### src/rtl/sync_debounce_edge.sv
// sync_debounce_edge: per-channel synchroniser, stability filter and registered edge detector
//   iw_clk      single clock for all logic
//   iw_rst      asynchronous active-high reset
//   iwv_input   raw asynchronous inputs, one bit per channel
//   owv_output  synchronised, debounced level per channel
//   owv_rise    one-cycle pulse when owv_output goes 0->1
//   owv_fall    one-cycle pulse when owv_output goes 1->0
//   ow_any_edge OR of all rise/fall pulses
module sync_debounce_edge #(
  parameter int p_WIDTH = 1,
  parameter int p_DEPTH = 2,
  parameter int p_FILTER_CYCLES = 1,
  parameter logic [p_WIDTH-1:0] p_INIT_VALUE = '0
) (
  input  logic               iw_clk,
  input  logic               iw_rst,
  input  logic [p_WIDTH-1:0] iwv_input,
  output logic [p_WIDTH-1:0] owv_output,
  output logic [p_WIDTH-1:0] owv_rise,
  output logic [p_WIDTH-1:0] owv_fall,
  output logic               ow_any_edge
);
  localparam int cnt_w = p_FILTER_CYCLES > 1 ? $clog2(p_FILTER_CYCLES) : 1;
  localparam logic [cnt_w-1:0] cnt_last = cnt_w'(p_FILTER_CYCLES - 1);
  if (p_DEPTH < 2) begin : g_depth_chk
    $error("p_DEPTH must be at least 2");
  end
  if (p_FILTER_CYCLES < 1) begin : g_filter_chk
    $error("p_FILTER_CYCLES must be at least 1");
  end
  logic [p_DEPTH-1:0][p_WIDTH-1:0] sync_q;
  logic [p_WIDTH-1:0][cnt_w-1:0]   cnt_q, cnt_d;
  logic [p_WIDTH-1:0]              f_q, f_d, rise_q, fall_q, flip, s;
  assign s = sync_q[p_DEPTH-1];
  // A channel flips only once its disagreement run has lasted the full filter length;
  // with a single-cycle filter cnt_last is 0, so any disagreement flips at once.
  always_comb begin
    flip  = '0;
    cnt_d = '0;
    for (int k = 0; k < p_WIDTH; k++) begin
      flip[k]  = (s[k] != f_q[k]) && (cnt_q[k] == cnt_last);
      cnt_d[k] = (s[k] == f_q[k] || flip[k]) ? '0 : cnt_q[k] + 1'b1;
    end
  end
  assign f_d = f_q ^ flip;
  always_ff @(posedge iw_clk or posedge iw_rst) begin
    if (iw_rst) begin
      sync_q <= {p_DEPTH{p_INIT_VALUE}};
      f_q    <= p_INIT_VALUE;
      cnt_q  <= '0;
      rise_q <= '0;
      fall_q <= '0;
    end else begin
      sync_q <= {sync_q[p_DEPTH-2:0], iwv_input};
      f_q    <= f_d;
      cnt_q  <= cnt_d;
      rise_q <= flip & s;
      fall_q <= flip & ~s;
    end
  end
  assign owv_output  = f_q;
  assign owv_rise    = rise_q;
  assign owv_fall    = fall_q;
  assign ow_any_edge = |(rise_q | fall_q);
endmodule

### config.mk
export PLATFORM = sky130hd
export DESIGN_NAME = sync_debounce_edge
export DESIGN_NICKNAME = d
export VERILOG_FILES = /design/src/rtl/sync_debounce_edge.sv
export SDC_FILE = /design/constraint.sdc
export NUM_CORES = 1
export LEC_CHECK = 0
export CORE_AREA = 2 2 39 41
export CTS_CLUSTER_DIAMETER = 40
export DETAILED_ROUTE_END_ITERATION = 8
export DIE_AREA = 0 0 41 43
export PLACE_DENSITY = 0.35
export RECOVER_POWER = 100
export SLEW_MARGIN = 20
export SYNTH_ARGS = -nofsm -noshare
export SYNTH_HDL_FRONTEND = slang
export SYNTH_SLANG_ARGS = --single-unit
export TNS_END_PERCENT = 20
### constraint.sdc
create_clock -name iw_clk -period 1.2 [get_ports iw_clk]
set_clock_uncertainty 0.1 [all_clocks]
set_input_delay 0.12 -clock iw_clk [delete_from_list [all_inputs] [get_ports iw_clk]]
set_output_delay 0.12 -clock iw_clk [all_outputs]
set_load 0.01 [all_outputs]
Word level (Yosys, flattened, before mapping)

Cells that the tools add are included.

Input port bits: 3
Logic and storage cells: 18
Output and inout port bits: 4
Register bits: 6

Multiplexer cells: 1
Reductions and logical operators: 2
Eq/ne operators: 2
Bitwise gates (word level): 6
Add/sub/neg operators: 1

Operators with widths:

| kind                                | count |
|---|---|
| 1-bit bitwise AND                   | 2 |
| 1-bit inverter                      | 2 |
| 1-bit adder (second input constant) | 1 |
| 1-bit equality test                 | 1 |
| 1-bit logical AND                   | 1 |
| 1-bit logical OR                    | 1 |
| 1-bit two-way mux                   | 1 |
| 1-bit inequality test               | 1 |
| 1-bit OR                            | 1 |
| 1-bit bitwise XOR                   | 1 |

Depth between registers and ports, before layout

Gate-level depths: netlist of run 1.

Depth in word-level cells: 4
Gate-level depth with buffers: 1

Worst setup path after synthesis of run 1

OpenSTA, ideal clock, no wires.

Path kind: register to output
Start: register fall_q, in the netlist owv_fall
End: output port ow_any_edge
Arrival: 0.714 ns
Required time: 0.980 ns
Cell stages (with the launch flop): 2
Setup slack: 0.266 ns
Path through: dfrtp_1 or2_2

Longest elaborated chain between the ends: 1

Ends and longest elaborated chain:

| what                     | RTL line | text |
|---|---|---|
| start: declaration       | 33       | `logic [p_WIDTH-1:0] f_q, f_d, rise_q, fall_q, flip, s;` |
| start signal: assignment | 58       | `fall_q <= flip & ~s;` |
| 1-bit OR                 | 64       | `assign ow_any_edge = \|(rise_q \| fall_q);` |
| end: declaration         | 21       | `output logic ow_any_edge` |

Every way passes these cells.

Worst setup path after layout of run 1

Ends and elaborated chain as after synthesis.

==> results.yml, run 1 <==
route:
  wl_met3_um: 35
  avgRoutedWirePerCell_um: 6.95
  dr.max_layer_used: "met3"
  ant_nets: 0
  wl_met2_um: 112
  drt_iter0_markers: 0
  wl_met1_um: 116
  drc: 0
  wirelength_um: 264
  first_pass_iters: 1
  viasPerCell: 3.08
  num_vias: 117
pwr:
  pwr_density_cell_nw_per_um2: 1460
  ir_worst_vdd_mv: 0.352
  p_total_w: 0.000442
  power.leakage_nw: 0.146
worst_hold_path:
  holdCritPathClass: "reg2reg"
  hp-start: "sync_q[0]"
worst_setup_path:
  crit_path_max_incr_delay_ns: 0.37
  crit_slowest_cell: "dfrtp_1"
  worst-path-max-fanout: 2
  cp.required_ns: 0.98
  crit_path_end_kind: "output port"
  critPathKind: "reg2out"
  worstPathArrival_ns: 0.96
  start_kind: "register"
  r2r_start: "cnt_q"
  critical_path.startpoint: "owv_fall"
  crit_chain: "or2_4 > buf_6"
job:
  drv_cap: 0
final_layout:
  drive_above_1_share: 0.227
  fillers: 153
  num_antenna_cells: 0
  fin_nets: 27
  final_cell_mix: "dfrtp_1, clkbuf_4, dlygate4sd3_1, dlygate4sd2_1, nor3b_1"
  area_delta_synth_final_pct: 56.1
  layout.cells.non_filler: 38
  final_common_cell: "dfrtp_1"
sta:
  hold_viol_final: 0
  fmax_mhz: 846
  finalSetupTns_ns: 0
  finalCriticalPeriod_ns: 1.18
  rsz0062_at_grt: "yes"
  report.final.setup_viol: 0
  min_period_over_period: 0.985
  hold_slack_ns: 0.255
  finalMaxSlewViolations: 0
grt:
  grt_max_degree: 7
  grt_pass1_vias: 124
  gr-total-overflow: 0
  track_usage: 0.0456
  grt_pass1_wl_um: 455
  antenna_found_initial: 0
synthesis:
  synth_cell_types: 6
  postSynthCellCount: 12
  synth_seq_area_share: 0.774
  synthesis.yosys.warnings: 0
  synthesis.nets: 15
  ys_ff_latch: 6
  synth_area_um2: 194
  avgSynthCellArea_um2: 16.2
floorplanning:
  die_x_um: 41
  start_util: 0.140
  fp.coreArea_um2: 1380
  die_area_um2: 1760
  die_h_um: 43
  rows: 14
  io_pins: 7
clock_tree:
  cts_setup_buffers: 0
  cts_buffers: 3
  cts_tree: "done"
  cts.clk_slew.worst_paths_ns: 0.04
  worst_skew_pair.late_latency_ns: 0.24
  clk_path_buf_depth: 2
  cts_sinks: 6
  cts_root_buf: "clkbuf_4"
  htree_levels: 1
place:
  place.gp.congestion: 0.548
  dp.cells: 34
  io_buffers: 6
status:
  outcome: "complete, no violations"
path summary, 6_finish.rpt:
path | endpoint | slack, ns | depth (start not counted)
min | s | 0.26 | 0
min reg2reg | s | 0.26 | 0
max reg2reg | register | 0.28 | 1
min in group asynchronous | async pin | 0.68 | 3
max | ow_any_edge | 0.02 | 2
max in group asynchronous | owv_rise | 0.14 | 3
power breakdown:
part           internal, W  switching (W)  total [W]
combinational    0.0000265      0.0000160  0.0000425
sequential        0.000215     0.00000715   0.000222
clock             0.000113      0.0000648   0.000177
per-stage QoR:
| stage | area [µm²] | worst slack [ns] | utilization |
|---|---|---|---|
| after global routing | 303 | -0.0175 | 0.219 |
| after detailed placement | 274 | -0.140 | 0.198 |
| final | 303 | 0.0183 | 0.219 |
| after global placement | 274 | -0.132 | 0.198 |
| after floorplan | 194 | 0.266 | - |
| after CTS | 298 | -0.0564 | 0.215 |
Yosys cell counts:
library cell | count | share of area
conb_1 | 1 | 0.019
dfrtp_1 | 6 | 0.77
inv_1 | 1 | 0.019
mux2_4 | 1 | 0.077
nor3b_1 | 2 | 0.077
or2_2 | 1 | 0.032
logic make-up after synthesis:
group                  Yosys count  share of synthesized area
buffers and inverters            1                     0.0193
DFF                              6                      0.774
and+or+nand+nor                  3                      0.110
other                            1                     0.0193
muxes                            1                     0.0774
layer usage:
layer | global-route usage | vias to the layer above
li1 | - | 57
met1 | 0.0464 | 53
met2 | 0.0500 | 7
met3 | 0.0314 | 0
met4 | 0.0600 | 0
met5 | 0 | -
final cells by class:
| cell class | count | area [µm²] | area share |
|---|---|---|---|
| clock buffers | 3 | 22.5 | 0.0744 |
| multi-input cells | 5 | 38.8 | 0.128 |
| inverters | 1 | 3.75 | 0.0124 |
| flip-flops and latches | 6 | 150 | 0.496 |
| repair buffers | 7 | 67.6 | 0.223 |
| well taps | 16 | 20.0 | 0.0661 |
timing repair:
action	in CTS	in global routing
gates resized for setup	7	2
endpoints found under the hold margin	6	0
setup endpoints to repair	4	1
hold buffers	1	0
critical path: cells and delay by family, from the launching register on:
| kind | cells | cell delay, ns |
|---|---|---|
| buffers and inverters | 1 | 0.12 |
| DFF | 1 | 0.37 |
| and+or+nand+nor | 1 | 0.24 |
Power figures use the tool's default switching activity.
==> run 2, diff against run 1 <==
Settings changed: SETUP_SLACK_MARGIN set to 0.02.
==> results of run 2 <==
No change in the layout: final DEF, timing and power equal those of run 1.
==> run 3, diff against run 2 <==
Settings changed: GPL_TIMING_DRIVEN set to 0.
==> run 3 against run 2 <==
Fmax is 0.63% higher. Routed wire length shrank 3.4%. Global-route usage is 0.40 points lower. Die area is the same. Largest power group unchanged.
==> results.yml, run 3 (same netlist as run 1, synthesis figures left out) <==
route:
  drc: 0
  wirelength_um: 255
  ant_nets: 0
  drt_iter0_markers: 0
  avgRoutedWirePerCell_um: 6.89
  first_pass_iters: 1
  num_vias: 113
  viasPerCell: 3.05
final_layout:
  final_common_cell: "dfrtp_1"
  fin_area_um2: 293
  fillers: 155
  area_delta_synth_final_pct: 51.0
  fin_util: 0.212
  final_cell_mix: "dfrtp_1, clkbuf_4, dlygate4sd2_1, nor3b_1, dlygate4sd3_1"
  drive_above_1_share: 0.238
  num_antenna_cells: 0
  fin_nets: 26
pwr:
  p_sw_w: 0.0000853
  p_seq_frac: 0.508
  switching_share: 0.195
  ir_worst_vdd_mv: 0.513
  power.leakage_nw: 0.142
  p_comb_frac: 0.091
  clock_power_share: 0.400
  pwr_density_cell_nw_per_um2: 1490
  internal-power_w: 0.000352
clock_tree:
  cts_root_buf: "clkbuf_4"
  cts_buffers: 3
  htree_levels: 1
  cts_setup_buffers: 0
  cts_sinks: 6
  cts_tree: "done"
  cts.clk_slew.worst_paths_ns: 0.04
  clk_path_buf_depth: 2
  worst_skew_pair.late_latency_ns: 0.24
worst_setup_path:
  rr_worst_depth: 1
  worst-path-max-fanout: 2
  reg2reg_slack_ns: 0.28
  critPathKind: "reg2out"
  worstPathArrival_ns: 0.95
  cp.required_ns: 0.98
  crit_end: "ow_any_edge"
  start_kind: "register"
  r2r_start: "cnt_q"
  crit_path_end_kind: "output port"
  critical_path.startpoint: "owv_fall"
sta:
  fmax_mhz: 852
  hold_slack_ns: 0.131
  finalCriticalPeriod_ns: 1.17
  finalSetupTns_ns: 0
  rsz0062_at_grt: "yes"
  finalMaxSlewViolations: 0
  hold_viol_final: 0
  report.final.setup_viol: 0
  min_period_over_period: 0.979
job:
  drv_cap: 0
place:
  place.gp.congestion: 0.551
  io_buffers: 6
  post_dp_cell_area_um2: 274
worst_hold_path:
  holdCritPathClass: "in2async"
floorplanning:
  fp.coreArea_um2: 1380
  die_x_um: 41
  die_area_um2: 1760
  rows: 14
  io_pins: 7
  start_util: 0.140
  die_h_um: 43
grt:
  gr-total-overflow: 0
  grt_pass1_vias: 118
  grt_pass1_wl_um: 434
  antenna_found_initial: 0
  grt_max_degree: 7
  track_usage: 0.0416
status:
  outcome: "complete, no violations"
-- run 3: worst min-delay path by stage --
| stage | start | end | slack [ns] | depth (start not counted) |
|---|---|---|---|---|
| final | iw_rst | s | 0.13 | 2 |
| after global routing | iw_rst | sync_q[0] | 0.15 | 2 |
| after CTS | iw_rst | sync_q[0] | 0.001 | 2 |
| after detailed placement | sync_q[0] | s | 0.25 | 0 |
| after global placement | sync_q[0] | s | 0.24 | 0 |
| after floorplan | iw_rst | async pin | -0.19 | 1 |
-- run 3: layer usage --
| metal | global-route usage | vias up | routed length [µm] |
|---|---|---|---|
| met1 | 0.0465 | 51 | 110 |
| met5 | 0 | - | 0 |
| met4 | 0.0400 | 0 | 0 |
| met2 | 0.0469 | 7 | 120 |
| met3 | 0.0314 | 0 | 25 |
| li1 | - | 55 | - |
-- run 3: stage by stage --
step	instances	worst slack (ns)	power [W]
2_1_floorplan	12	0.266	0.000244
3_3_place_gp	34	-0.132	0.000273
3_5_place_dp	34	-0.131	0.000273
4_1_cts	37	-0.0457	0.000448
5_1_grt	37	-0.00158	0.000464
6_report	37	0.0257	0.000437
-- run 3: final cells by class --
class                           instances  area (µm²)  share of cell area
Multi-Input combinational cell          5        38.8               0.132
Inverter                                1        3.75              0.0128
Clock buffer                            3        22.5              0.0769
Sequential cell                         6         150               0.513
Timing Repair Buffer                    6        57.6               0.197
Tap cell                               16        20.0              0.0684
-- run 3: power groups by stage --
stage	combinational (W)	sequential (W)	clock, W
after global placement	0.0000470	0.000226	0
after CTS	0.0000394	0.000223	0.000186
final	0.0000399	0.000222	0.000175
after global routing	0.0000456	0.000225	0.000193
after floorplan	0.0000163	0.000228	0
after detailed placement	0.0000471	0.000226	0
-- run 3: repair_timing --
action                                  4_1_cts  5_1_grt
endpoints found under the hold margin         0        0
hold buffers                                  0        0
resized for setup                             7        3
endpoints found under the setup margin        4        2
cloned                                        0        0
-- run 3: worst max-delay path, cell delays in order, from the launching register on --
cell,delay (ns)
dfrtp_1,0.36
or2_4,0.24
buf_6,0.12
==> RTL edit, RTL diff (config.mk and constraints of run 1) <==
The parameter `p_DEPTH` goes from 2 to 4.
--- a/src/rtl/sync_debounce_edge.sv
+++ b/src/rtl/sync_debounce_edge.sv
@@ -9,5 +9,5 @@
 module sync_debounce_edge #(
   parameter int p_WIDTH = 1,
-  parameter int p_DEPTH = 2,
+  parameter int p_DEPTH = 4,
   parameter int p_FILTER_CYCLES = 1,
   parameter logic [p_WIDTH-1:0] p_INIT_VALUE = '0
Check against the original RTL: not equivalent (Yosys sat finds a counterexample within 4 cycles, from zero or initial values and one cycle with iw_rst high).
==> RTL edit against run 1 <==
- final area rose by 13%
- die area did not move
- power rose by 19%
- synthesized area rose by 26%
- combinational power fell by 4%
- worst setup slack got worse by 10 ps
- wire length rose by 13%
- sequential cell count rose by 2
- first-iteration DRC count did not move
- largest power group unchanged
==> RTL edit: results <==
outcome:
  status: "finished, final reports clean"
placement:
  place_inst: 36
  place_congestion: 0.617
synth:
  yosysWarnings: 0
  ys_types: 6
  netlist_top_cells_count: "8 x dfrtp_1, 2 x nor3b_1"
  synthMuxAreaShare_pct: 6.15
  synth_compound_area_share_pct: 0
  synthCells: 14
  synthTopCellsByArea: "dfrtp_1 82%, mux2_4 6.2%, nor3b_1 6.2%"
  ys_seq_area_share_pct: 82.1
  synth_nets: 17
final_layout:
  fin_cells: 39
  drive_gt1_share_pct: 21.7
  final_nets: 28
global_route:
  grt_pass1_vias: 144
  grt_pass1_wl_um: 517
  grtUsageTotal_pct: 5.28
  grt_max_degree: 9
power_and_ir_drop:
  p_sw_w: 0.000101
  ir_drop_mv: 0.555
  p_leak_nw: 0.165
worst_hold_path:
  min_path_type: "in2async"
critical_path:
  cp_slowest_stage_delay_ps: 370
  crit_path_max_fanout: 2
  worstRegToRegCells: 1
cts:
  clk_pin_slew_ps: 50
route:
  viasPerCell: 3.49
  routed_wl_um: 298
==> RTL edit: cell count changes in the layout (fill, tap and decap cells not counted) <==
| cell | before | now |
|---|---|---|
| dlygate4sd3_1 | 3 | 2 |
| dfrtp_1 | 6 | 8 |
==> RTL edit: worst max-delay path by stage <==
| stage | depth (start not counted) | endpoint | start | slack [ps] |
|---|---|---|---|---|
| floorplan | 1 | ow_any_edge | owv_fall$_DFF_PP0_ | 270 |
| CTS | 2 | ow_any_edge | owv_fall$_DFF_PP0_ | -60 |
| global route | 2 | ow_any_edge | owv_rise$_DFF_PP0_ | -20 |
| detailed placement | 2 | ow_any_edge | owv_fall$_DFF_PP0_ | -130 |
| finish | 2 | ow_any_edge | owv_rise$_DFF_PP0_ | 8 |
| global placement | 2 | ow_any_edge | owv_fall$_DFF_PP0_ | -130 |
==> RTL edit: through the flow <==
| stage | hold WS [ps] | cell area, µm² | setup slack, ps |
|---|---|---|---|
| 6_report | 150 | 343 | 8.16 |
| 5_1_grt | 184 | 343 | -23.8 |
| 4_1_cts | 14.7 | 338 | -56.0 |
| 3_5_place_dp | 244 | 324 | -130 |
| 3_3_place_gp | 233 | 324 | -127 |
| 2_1_floorplan | -164 | 244 | 266 |
==> RTL edit: routing by layer <==
metal / track usage [%] / routed length [µm] / vias up
met5: 0 / 0 / -
met4: 8.00 / 6 / 0
met3: 3.14 / 37 / 2
met2: 5.63 / 133 / 7
met1: 5.33 / 120 / 65
li1: - / - / 62
==> RTL edit: power by group through the flow <==
stage	Sequential (W)	Combinational [W]	Clock, W
2_1_floorplan	0.000301	0.0000172	0
3_3_place_gp	0.000298	0.0000480	0
3_5_place_dp	0.000299	0.0000478	0
4_1_cts	0.000294	0.0000400	0.000202
5_1_grt	0.000296	0.0000469	0.000214
6_report	0.000294	0.0000408	0.000190
==> RTL edit: kinds of logic after synthesis <==
group                  Yosys count
other                            1
multiplexers                     1
AND/OR/NAND/NOR                  3
buffers and inverters            1
flip-flops                       8
==> RTL edit: final cells by class <==
cell class / count / area [µm²]
clock buffers: 3 / 22.5
well taps: 16 / 20.0
multi-input cells: 5 / 38.8
fillers: 152 / 1040
repair buffers: 6 / 57.6
inverters: 1 / 3.75
flip-flops and latches: 8 / 200
==> RTL edit: what timing repair did <==
| item | CTS | global route |
|---|---|---|
| pin swaps | 0 | 1 |
| endpoints found under the setup margin | 4 | 1 |
| resized for setup | 7 | 2 |
==> RTL edit: worst max-delay path, delay by kind of cell (launching register included) <==
family	cells	cell delay, ps
flops	1	370
simple gates	1	250
buf+inv	1	120
